==> src/rtl/mem_controller_if.sv <==
// Command, store-data and register-write bundle between the core control FSM
// and the memory-controller responder.
interface mem_controller_if #(
  parameter int DATA_W = 8,
  parameter int REG_AW = 2
);
  logic [2:0]        ctrl_data_contition;
  logic [5:0]        mc_data_length;
  logic [DATA_W-1:0] data_in;
  logic              data_in_valid;
  logic              data_in_ready;
  logic              reg_wr_en;
  logic [REG_AW-1:0] reg_wr_addr;
  logic [DATA_W-1:0] reg_wr_data;
  logic              mc_done;
  logic              mc_data_done;

  modport master (
    output ctrl_data_contition, mc_data_length, data_in, data_in_valid,
    input  data_in_ready, reg_wr_en, reg_wr_addr, reg_wr_data, mc_done, mc_data_done
  );

  modport slave (
    input  ctrl_data_contition, mc_data_length, data_in, data_in_valid,
    output data_in_ready, reg_wr_en, reg_wr_addr, reg_wr_data, mc_done, mc_data_done
  );
endinterface

==> src/rtl/mem_controller.sv <==
// Memory-controller responder: stores input words into a 64-entry buffer and
// streams them out to the register file in chunks of REG_WORDS.
module mem_controller #(
  parameter int DATA_W    = 8,
  parameter int REG_WORDS = 4,
  parameter int REG_AW    = 2
) (
  input  logic            ctrl_clk,
  input  logic            ctrl_reset,
  mem_controller_if.slave bus
);

  typedef enum logic [1:0] {IDLE, STORE, XFER} state_e;

  localparam logic [2:0]        CMD_STORE = 3'b100;
  localparam logic [2:0]        CMD_XFER  = 3'b010;
  localparam logic [REG_AW-1:0] LAST_CNT  = REG_AW'(REG_WORDS - 1);

  state_e            state_q, state_d;
  logic [2:0]        prevCond_q;
  logic [5:0]        len_q, len_d;
  logic [5:0]        wrPtr_q, wrPtr_d;
  logic [5:0]        rdPtr_q, rdPtr_d;
  logic [REG_AW-1:0] cnt_q, cnt_d;
  logic              done_q, done_d;
  logic              dataDone_q, dataDone_d;
  logic              wrEn_q, wrEn_d;
  logic [REG_AW-1:0] wrAddr_q, wrAddr_d;
  logic [DATA_W-1:0] wrData_q, wrData_d;

  logic [DATA_W-1:0] bufMem [64];

  logic       cmdChanged;
  logic       storeStart;
  logic       xferStart;
  logic       accept;
  logic [5:0] rdNext;

  // A command only starts work on the cycle it changes, so a held level fires once.
  assign cmdChanged = (bus.ctrl_data_contition != prevCond_q);
  assign storeStart = (state_q == IDLE) && cmdChanged && (bus.ctrl_data_contition == CMD_STORE);
  assign xferStart  = (state_q == IDLE) && cmdChanged && (bus.ctrl_data_contition == CMD_XFER);
  assign accept     = (state_q == STORE) && bus.data_in_valid;
  assign rdNext     = rdPtr_q + 6'd1;

  always_ff @(posedge ctrl_clk or posedge ctrl_reset) begin
    if (ctrl_reset) begin
      state_q    <= IDLE;
      prevCond_q <= 3'b000;
      len_q      <= '0;
      wrPtr_q    <= '0;
      rdPtr_q    <= '0;
      cnt_q      <= '0;
      done_q     <= 1'b0;
      dataDone_q <= 1'b0;
      wrEn_q     <= 1'b0;
      wrAddr_q   <= '0;
      wrData_q   <= '0;
    end else begin
      state_q    <= state_d;
      prevCond_q <= bus.ctrl_data_contition;
      len_q      <= len_d;
      wrPtr_q    <= wrPtr_d;
      rdPtr_q    <= rdPtr_d;
      cnt_q      <= cnt_d;
      done_q     <= done_d;
      dataDone_q <= dataDone_d;
      wrEn_q     <= wrEn_d;
      wrAddr_q   <= wrAddr_d;
      wrData_q   <= wrData_d;
    end
  end

  // Buffer contents deliberately survive reset.
  always_ff @(posedge ctrl_clk) begin
    if (accept) begin
      bufMem[wrPtr_q] <= bus.data_in;
    end
  end

  always_comb begin
    state_d    = state_q;
    len_d      = len_q;
    wrPtr_d    = wrPtr_q;
    rdPtr_d    = rdPtr_q;
    cnt_d      = cnt_q;
    done_d     = 1'b0;
    dataDone_d = dataDone_q;
    wrEn_d     = 1'b0;
    wrAddr_d   = wrAddr_q;
    wrData_d   = wrData_q;

    case (state_q)
      IDLE: begin
        if (storeStart) begin
          len_d      = bus.mc_data_length;
          wrPtr_d    = '0;
          rdPtr_d    = '0;
          dataDone_d = 1'b0;
          if (bus.mc_data_length == 6'd0) begin
            done_d = 1'b1;
          end else begin
            state_d = STORE;
          end
        end else if (xferStart) begin
          // Nothing left to move: answer immediately so the core can stop asking.
          if (rdPtr_q == len_q) begin
            done_d     = 1'b1;
            dataDone_d = 1'b1;
          end else begin
            cnt_d   = '0;
            state_d = XFER;
          end
        end
      end

      STORE: begin
        if (accept) begin
          wrPtr_d = wrPtr_q + 6'd1;
          if (wrPtr_q == len_q - 6'd1) begin
            done_d  = 1'b1;
            state_d = IDLE;
          end
        end
      end

      XFER: begin
        wrEn_d   = 1'b1;
        wrAddr_d = cnt_q;
        wrData_d = bufMem[rdPtr_q];
        rdPtr_d  = rdNext;
        cnt_d    = cnt_q + 1'b1;
        if ((cnt_q == LAST_CNT) || (rdNext == len_q)) begin
          done_d     = 1'b1;
          dataDone_d = (rdNext == len_q);
          state_d    = IDLE;
        end
      end

      default: state_d = IDLE;
    endcase
  end

  assign bus.data_in_ready = (state_q == STORE);
  assign bus.reg_wr_en     = wrEn_q;
  assign bus.reg_wr_addr   = wrAddr_q;
  assign bus.reg_wr_data   = wrData_q;
  assign bus.mc_done       = done_q;
  assign bus.mc_data_done  = dataDone_q;

endmodule

==> src/flat_wrapper.sv <==
// flat-port wrapper written by rule: the top's interface ports become plain ports
module mem_controller_flat 
#(
  parameter int DATA_W    = 8,
  parameter int REG_WORDS = 4,
  parameter int REG_AW    = 2
)
  (ctrl_clk, ctrl_reset, bus_ctrl_data_contition, bus_mc_data_length, bus_data_in, bus_data_in_valid, bus_data_in_ready, bus_reg_wr_en, bus_reg_wr_addr, bus_reg_wr_data, bus_mc_done, bus_mc_data_done);
  mem_controller_if #(.DATA_W(DATA_W), .REG_AW(REG_AW)) bus_i ();
  input  logic ctrl_clk;
  input  logic ctrl_reset;
  input wire logic [$bits(bus_i.ctrl_data_contition)-1:0] bus_ctrl_data_contition;
  input wire logic [$bits(bus_i.mc_data_length)-1:0] bus_mc_data_length;
  input wire logic [$bits(bus_i.data_in)-1:0] bus_data_in;
  input wire logic [$bits(bus_i.data_in_valid)-1:0] bus_data_in_valid;
  output wire logic [$bits(bus_i.data_in_ready)-1:0] bus_data_in_ready;
  output wire logic [$bits(bus_i.reg_wr_en)-1:0] bus_reg_wr_en;
  output wire logic [$bits(bus_i.reg_wr_addr)-1:0] bus_reg_wr_addr;
  output wire logic [$bits(bus_i.reg_wr_data)-1:0] bus_reg_wr_data;
  output wire logic [$bits(bus_i.mc_done)-1:0] bus_mc_done;
  output wire logic [$bits(bus_i.mc_data_done)-1:0] bus_mc_data_done;
  assign bus_i.ctrl_data_contition = bus_ctrl_data_contition;
  assign bus_i.mc_data_length = bus_mc_data_length;
  assign bus_i.data_in = bus_data_in;
  assign bus_i.data_in_valid = bus_data_in_valid;
  assign bus_data_in_ready = bus_i.data_in_ready;
  assign bus_reg_wr_en = bus_i.reg_wr_en;
  assign bus_reg_wr_addr = bus_i.reg_wr_addr;
  assign bus_reg_wr_data = bus_i.reg_wr_data;
  assign bus_mc_done = bus_i.mc_done;
  assign bus_mc_data_done = bus_i.mc_data_done;
  mem_controller #(.DATA_W(DATA_W), .REG_WORDS(REG_WORDS), .REG_AW(REG_AW)) u_core (.ctrl_clk(ctrl_clk), .ctrl_reset(ctrl_reset), .bus(bus_i));
endmodule
==> config.mk <==
export PLATFORM = sky130hd
export DESIGN_NAME = mem_controller_flat
export DESIGN_NICKNAME = d
export VERILOG_FILES = /design/src/rtl/mem_controller_if.sv /design/src/rtl/mem_controller.sv /design/src/flat_wrapper.sv
export SDC_FILE = /design/constraint.sdc
export NUM_CORES = 1
export LEC_CHECK = 0
export ABC_AREA = 0
export CAP_MARGIN = 20
export CORE_MARGIN = 3
export CORE_UTILIZATION = 50
export DETAILED_ROUTE_END_ITERATION = 10
export PLACE_DENSITY = 0.66
export SYNTH_ARGS = -nofsm -noshare
export SYNTH_HDL_FRONTEND = slang
export SYNTH_SLANG_ARGS = --single-unit
==> constraint.sdc <==
create_clock -name ctrl_clk -period 5.1 [get_ports ctrl_clk]
set_input_delay 0.51 -clock ctrl_clk [delete_from_list [all_inputs] [get_ports ctrl_clk]]
set_output_delay 0.51 -clock ctrl_clk [all_outputs]
set_load 0.005 [all_outputs]
Word-level counts from Yosys, hierarchy flattened
Memories as Yosys holds them, arrays and structs flattened. A register that Yosys moved wholly into a read port is not among the register bits.
Cells that the tools add are included.
{"block": "word_totals", "reg_bits": 30, "mem_bits_rw": 512, "output_inout_bits": 14, "elab_cells": 82, "mem_count": 1}
{"name": "u_core.bufMem", "depth": 64, "word_bits": 8, "read_ports": 1, "rd_clocked_by_memory_dff": 1, "wr": 1, "line": "mem_controller.sv:31", "source": "logic [DATA_W-1:0] bufMem [64];"}
{"block": "op_classes", "n_addsub": 4, "n_eq_ne": 20, "mux": 32, "reduce_logical": 15}
{"operator": "case mux 6 bit (2 select lines)", "n": 2}
{"operator": "two-way mux 2 bit", "n": 10}
{"operator": "equality test 6 bit", "n": 3}
{"operator": "two-way mux 1 bit", "n": 14}
{"operator": "adder 6 x 1 -> 6 bit, second input constant", "n": 2}
{"operator": "two-way mux 6 bit", "n": 2}
{"operator": "inequality test 2 x 1 -> 1 bit, second input constant", "n": 5}
{"operator": "AND reduction 4 bit", "n": 2}
{"operator": "zero test 6 bit", "n": 1}
{"operator": "inequality test 3 x 2 -> 1 bit, second input constant", "n": 2}
{"operator": "case mux 2 bit (3 select lines)", "n": 1}
{"operator": "AND reduction 6 bit", "n": 1}
{"operator": "subtractor 6 x 1 -> 6 bit, second input constant", "n": 1}
{"operator": "equality test 2 bit, second input constant", "n": 2}
{"operator": "logical AND 1 bit", "n": 4}
{"operator": "inequality test 2 bit, second input constant", "n": 2}
{"operator": "case mux 2 bit (2 select lines)", "n": 1}
{"operator": "AND reduction 2 bit", "n": 2}
{"operator": "nonzero test 2 bit", "n": 2}
{"operator": "equality test 3 x 2 -> 1 bit, second input constant", "n": 1}
{"operator": "equality test 3 bit, second input constant", "n": 1}
{"operator": "inequality test 3 x 1 -> 1 bit, second input constant", "n": 1}
{"operator": "inequality test 3 bit", "n": 1}
{"operator": "inequality test 3 bit, second input constant", "n": 1}
{"operator": "other kinds (7)", "n": 7}

Logic depth before layout (Yosys ltp)
{"block": "depth", "word_depth": 6, "depth_mapped": 9}

Worst setup path before layout
OpenSTA, ideal clock, no wires.
{"block": "synth_path", "path_kind": "register -> register", "from": "register u_core.state_q[1]", "to": "memory u_core.bufMem[31][0] (enable)", "arrival_time_ps": 1611, "slack_ps": 3116, "stages_incl_launch_ff": 6, "path_buffers": 1, "synth_period_minus_slack_ps": 1984, "cell_sequence": "dfrtp_1 > and2b_1 > and2_1 > buf_2 > nand4_2 > nor2_1"}
{"block": "synth_between", "elab_chain_cells": 4}
{"item": "from (decl)", "line": "mem_controller.sv:19", "source": "state_e state_q, state_d;"}
{"item": "from (signal assigned)", "line": "mem_controller.sv:60", "source": "state_q <= state_d;"}
{"item": "equality test 2 x 1 -> 1 bit"}
{"item": "named net bus_data_in_ready", "line": "flat_wrapper.sv:16", "source": "output wire logic [$bits(bus_i.data_in_ready)-1:0] bus_data_in_ready;"}
{"item": "logical AND 1 bit", "line": "mem_controller.sv:43", "source": "assign accept = (state_q == STORE) && bus.data_in_valid;"}
{"item": "two-way mux 1 bit", "line": "mem_controller.sv:76", "source": "if (accept) begin"}
{"item": "two-way mux 1 bit (implied by the code)", "line": "mem_controller.sv:77", "source": "bufMem[wrPtr_q] <= bus.data_in;"}
{"item": "to (decl)", "line": "mem_controller.sv:31"}
The timed path passes the listed nets, and every way through them passes these cells.

==> results.tsv <==
metric	value	unit
Clock Pin Slew Worst Setup and Hold Paths	0.06	ns
chip width	217	um
Root Buffer	clkbuf_16	
Worst Path Arrival	3.57	ns
routed wire length	50200	um
Mapped Area	22200	um2
sw frac	28.4	%
critical path fanouts, max	56	
synthesized netlist cell count	1284	
drt first pass iters	6	
Critical R2R Launch	u_core.rdPtr_q[1]	
drt via density	5.96	
ys async rst share	6.91	%
post-place setup slack	1.98	ns
Final WS setup	2.04	ns
area delta synth->final	11.3	%
Sink Count	550	
initial drt markers	1504	
max_cap viols	0	
Avg WL per Cell	25.8	um
vias in the first global route	11400	
commonest register cell after synthesis	edfxtp_1	
Final Instance Area	24700	um2
Hold Buf Count CTS	0	
Tcrit/Tclk final	59.9	%
Slew HR	30.2	%
H-tree depth	2	
sequential power share	45.7	%
die footprint	47000	um2
leakage	7.80	nW
Crit. End Element	flop	
FP Rows	76	
Fmax achieved	327	MHz
TNS Setup	0	ns
initial antenna violation count	3	
height of the die	217	um
PwrDens	477	nW/um2
P_sw	3.35	mW
Hold WS	0.349	ns
half-perimeter wire length after detailed placement	31300	um
global route overflow	0	
Peak VDD IR	0.366	mV
Clock Power Share	32.4	%
Core Area	43600	um2
Initial Utilization	51.1	%
Tightest Pin Transition	1.05	ns
largest net degree at the start of global routing	65	
clock buffer count from CTS	54	
via count	11600	
layout cell share with drive strength beyond 1	14.9	%
post-route ant nets	0	
CTS tree	yes	
first-pass GRT wire length	74300	um
Setup Buffers After CTS	0	
Longest Clk Path Bufs	3	
PortBufs	33	
synthesized area per cell	17.3	um2
Period minus WS final	3.06	ns
nature of the critical path startpoint	flop	
DRC viols	0	
post-synth top area cell	edfxtp_1	
# resized after CTS	0	
CP Data Required Time	5.62	ns
internal power	8.45	mW
Final setup viols	0	
FF+latch count, synth	550	
Post-DP Area	23000	um2
crit path from	u_core.rdPtr_q[1]	
Final Hold Viols	0	
Final nets	1343	
GPL Wtd Cong	0.816	
IO Count	34	
post-route insts no fill	1948	
kind of critical path	flop to flop	
outcome	complete, no violations	
Clock Skew	0.0218	ns
Worst-Skew Late Latency	0.60	ns
Synth cell types	57	
EDFF count, synth	512	
Tot GR Track Use	21.4	%
post-synthesis net count	1308	
most frequent cells in the layout	edfxtp_1, mux2i_1, nor2_1, nand2_1, mux4_2	
Synth area leaders	edfxtp_1, mux2i_1, mux4_2	
register area share after synthesis	73.4	%
HP Class	primary input to asynchronous set/reset pin	
yosys warns	0	
Final Slew Violations	0	
placed cell count	1847	
Yosys top cell area share	69.1	%
Logic pwr share	21.9	%
RSZ-0062 raised after global routing	no	
most common cell after layout, fill and taps aside	edfxtp_1	
[cell usage after synthesis, drive strengths merged (15+ instances only)]
cell,n
nor2,82
o211ai,17
a21oi,16
dfrtp,38
mux2,32
buf,56
mux4,56
o22ai,17
clkbuf,24
nand2,76
nor2b,15
a22oi,41
mux2i,129
nand3,35
edfxtp,512
[logic make-up (layout without fill, tap and decap cells)]
group | count (synthesis) | count (layout) | synth area share (%)
AND/OR/NAND/NOR | 259 | 259 | 5.58
other | 0 | 3 | 0
flip-flops | 550 | 550 | 73.4
adder cells (fa/ha/maj) | 4 | 4 | 0.225
AO/OA/AOI/OAI | 140 | 140 | 4.54
XOR/XNOR | 23 | 23 | 0.906
multiplexers | 217 | 217 | 13.1
buffers and inverters | 91 | 167 | 2.25
[per-layer routing]
layer | vias up | global-route usage, % | wire [um]
met5 | - | 0 | 0
met4 | 0 | 5.87 | 1170
met3 | 81 | 4.85 | 4610
met2 | 497 | 32.6 | 23000
met1 | 5893 | 31.7 | 21400
li1 | 5138 | - | -
[layout make-up]
| class | count | area [um2] |
|---|---|---|
| Timing Repair Buffer | 59 | 526 |
| Multi-Input combinational cell | 643 | 5420 |
| Antenna cell | 3 | 7.51 |
| Tap cell | 585 | 732 |
| Inverter | 11 | 41.3 |
| Clock buffer | 75 | 1450 |
| Fill cell | 3360 | 18800 |
| Sequential cell | 550 | 16300 |
| Clock inverter | 22 | 236 |
[final timing paths]
kind / end / slack (ns) / cells past startpoint
min in group ctrl_clk: u_core.bufMem[5][2] / 0.35 / 1
setup reg to reg: u_core.bus.reg_wr_data[2] / 2.04 / 6
setup / recovery: u_core.bus.reg_wr_data[2] / 2.04 / 6
max in group asynchronous: u_core.rdPtr_q[1] / 4.36 / 3
hold reg to reg: u_core.bus.reg_wr_addr[0] / 0.49 / 2
hold / removal: u_core.rdPtr_q[5] / 0.35 / 3
[critical path, cell delays in order, from the launching register on]
cell and delay [ns]:
dfrtp_4 1.07, buf_4 0.64, mux4_2 0.31, nand2_1 0.10
a32oi_1 0.45, o211ai_1 0.21, o211ai_1 0.14
[sequential cells by signal, summed over array words and instances, names as in the netlist]
signal / flops
u_core.prevCond_q: 3
u_core.rdPtr_q: 6
u_core.cnt_q: 2
u_core.bus.reg_wr_en: 1
u_core.bus.reg_wr_addr: 2
u_core.bus.mc_data_done: 1
u_core.bus.mc_done: 1
u_core.bus.reg_wr_data: 8
u_core.state_q: 2
u_core.len_q: 6
u_core.wrPtr_q: 6
u_core.bufMem: 512
[power by group through the flow]
stage / combinational, mW / sequential [mW] / clock, mW
floorplan: 1.99 / 5.26 / 0
global placement: 2.53 / 5.49 / 0
detailed placement: 2.56 / 5.49 / 0
CTS: 2.56 / 5.40 / 3.89
global route: 2.77 / 5.42 / 4.06
finish: 2.58 / 5.40 / 3.82
[metrics by stage]
| stage | power (mW) | util [%] |
|---|---|---|
| floorplan | 7.25 | - |
| global placement | 8.02 | 52.8 |
| detailed placement | 8.05 | 52.9 |
| CTS | 11.8 | 56.8 |
| global route | 12.3 | 56.8 |
| finish | 11.8 | 56.8 |
Note: power is estimated with default switching activity, not from simulation.
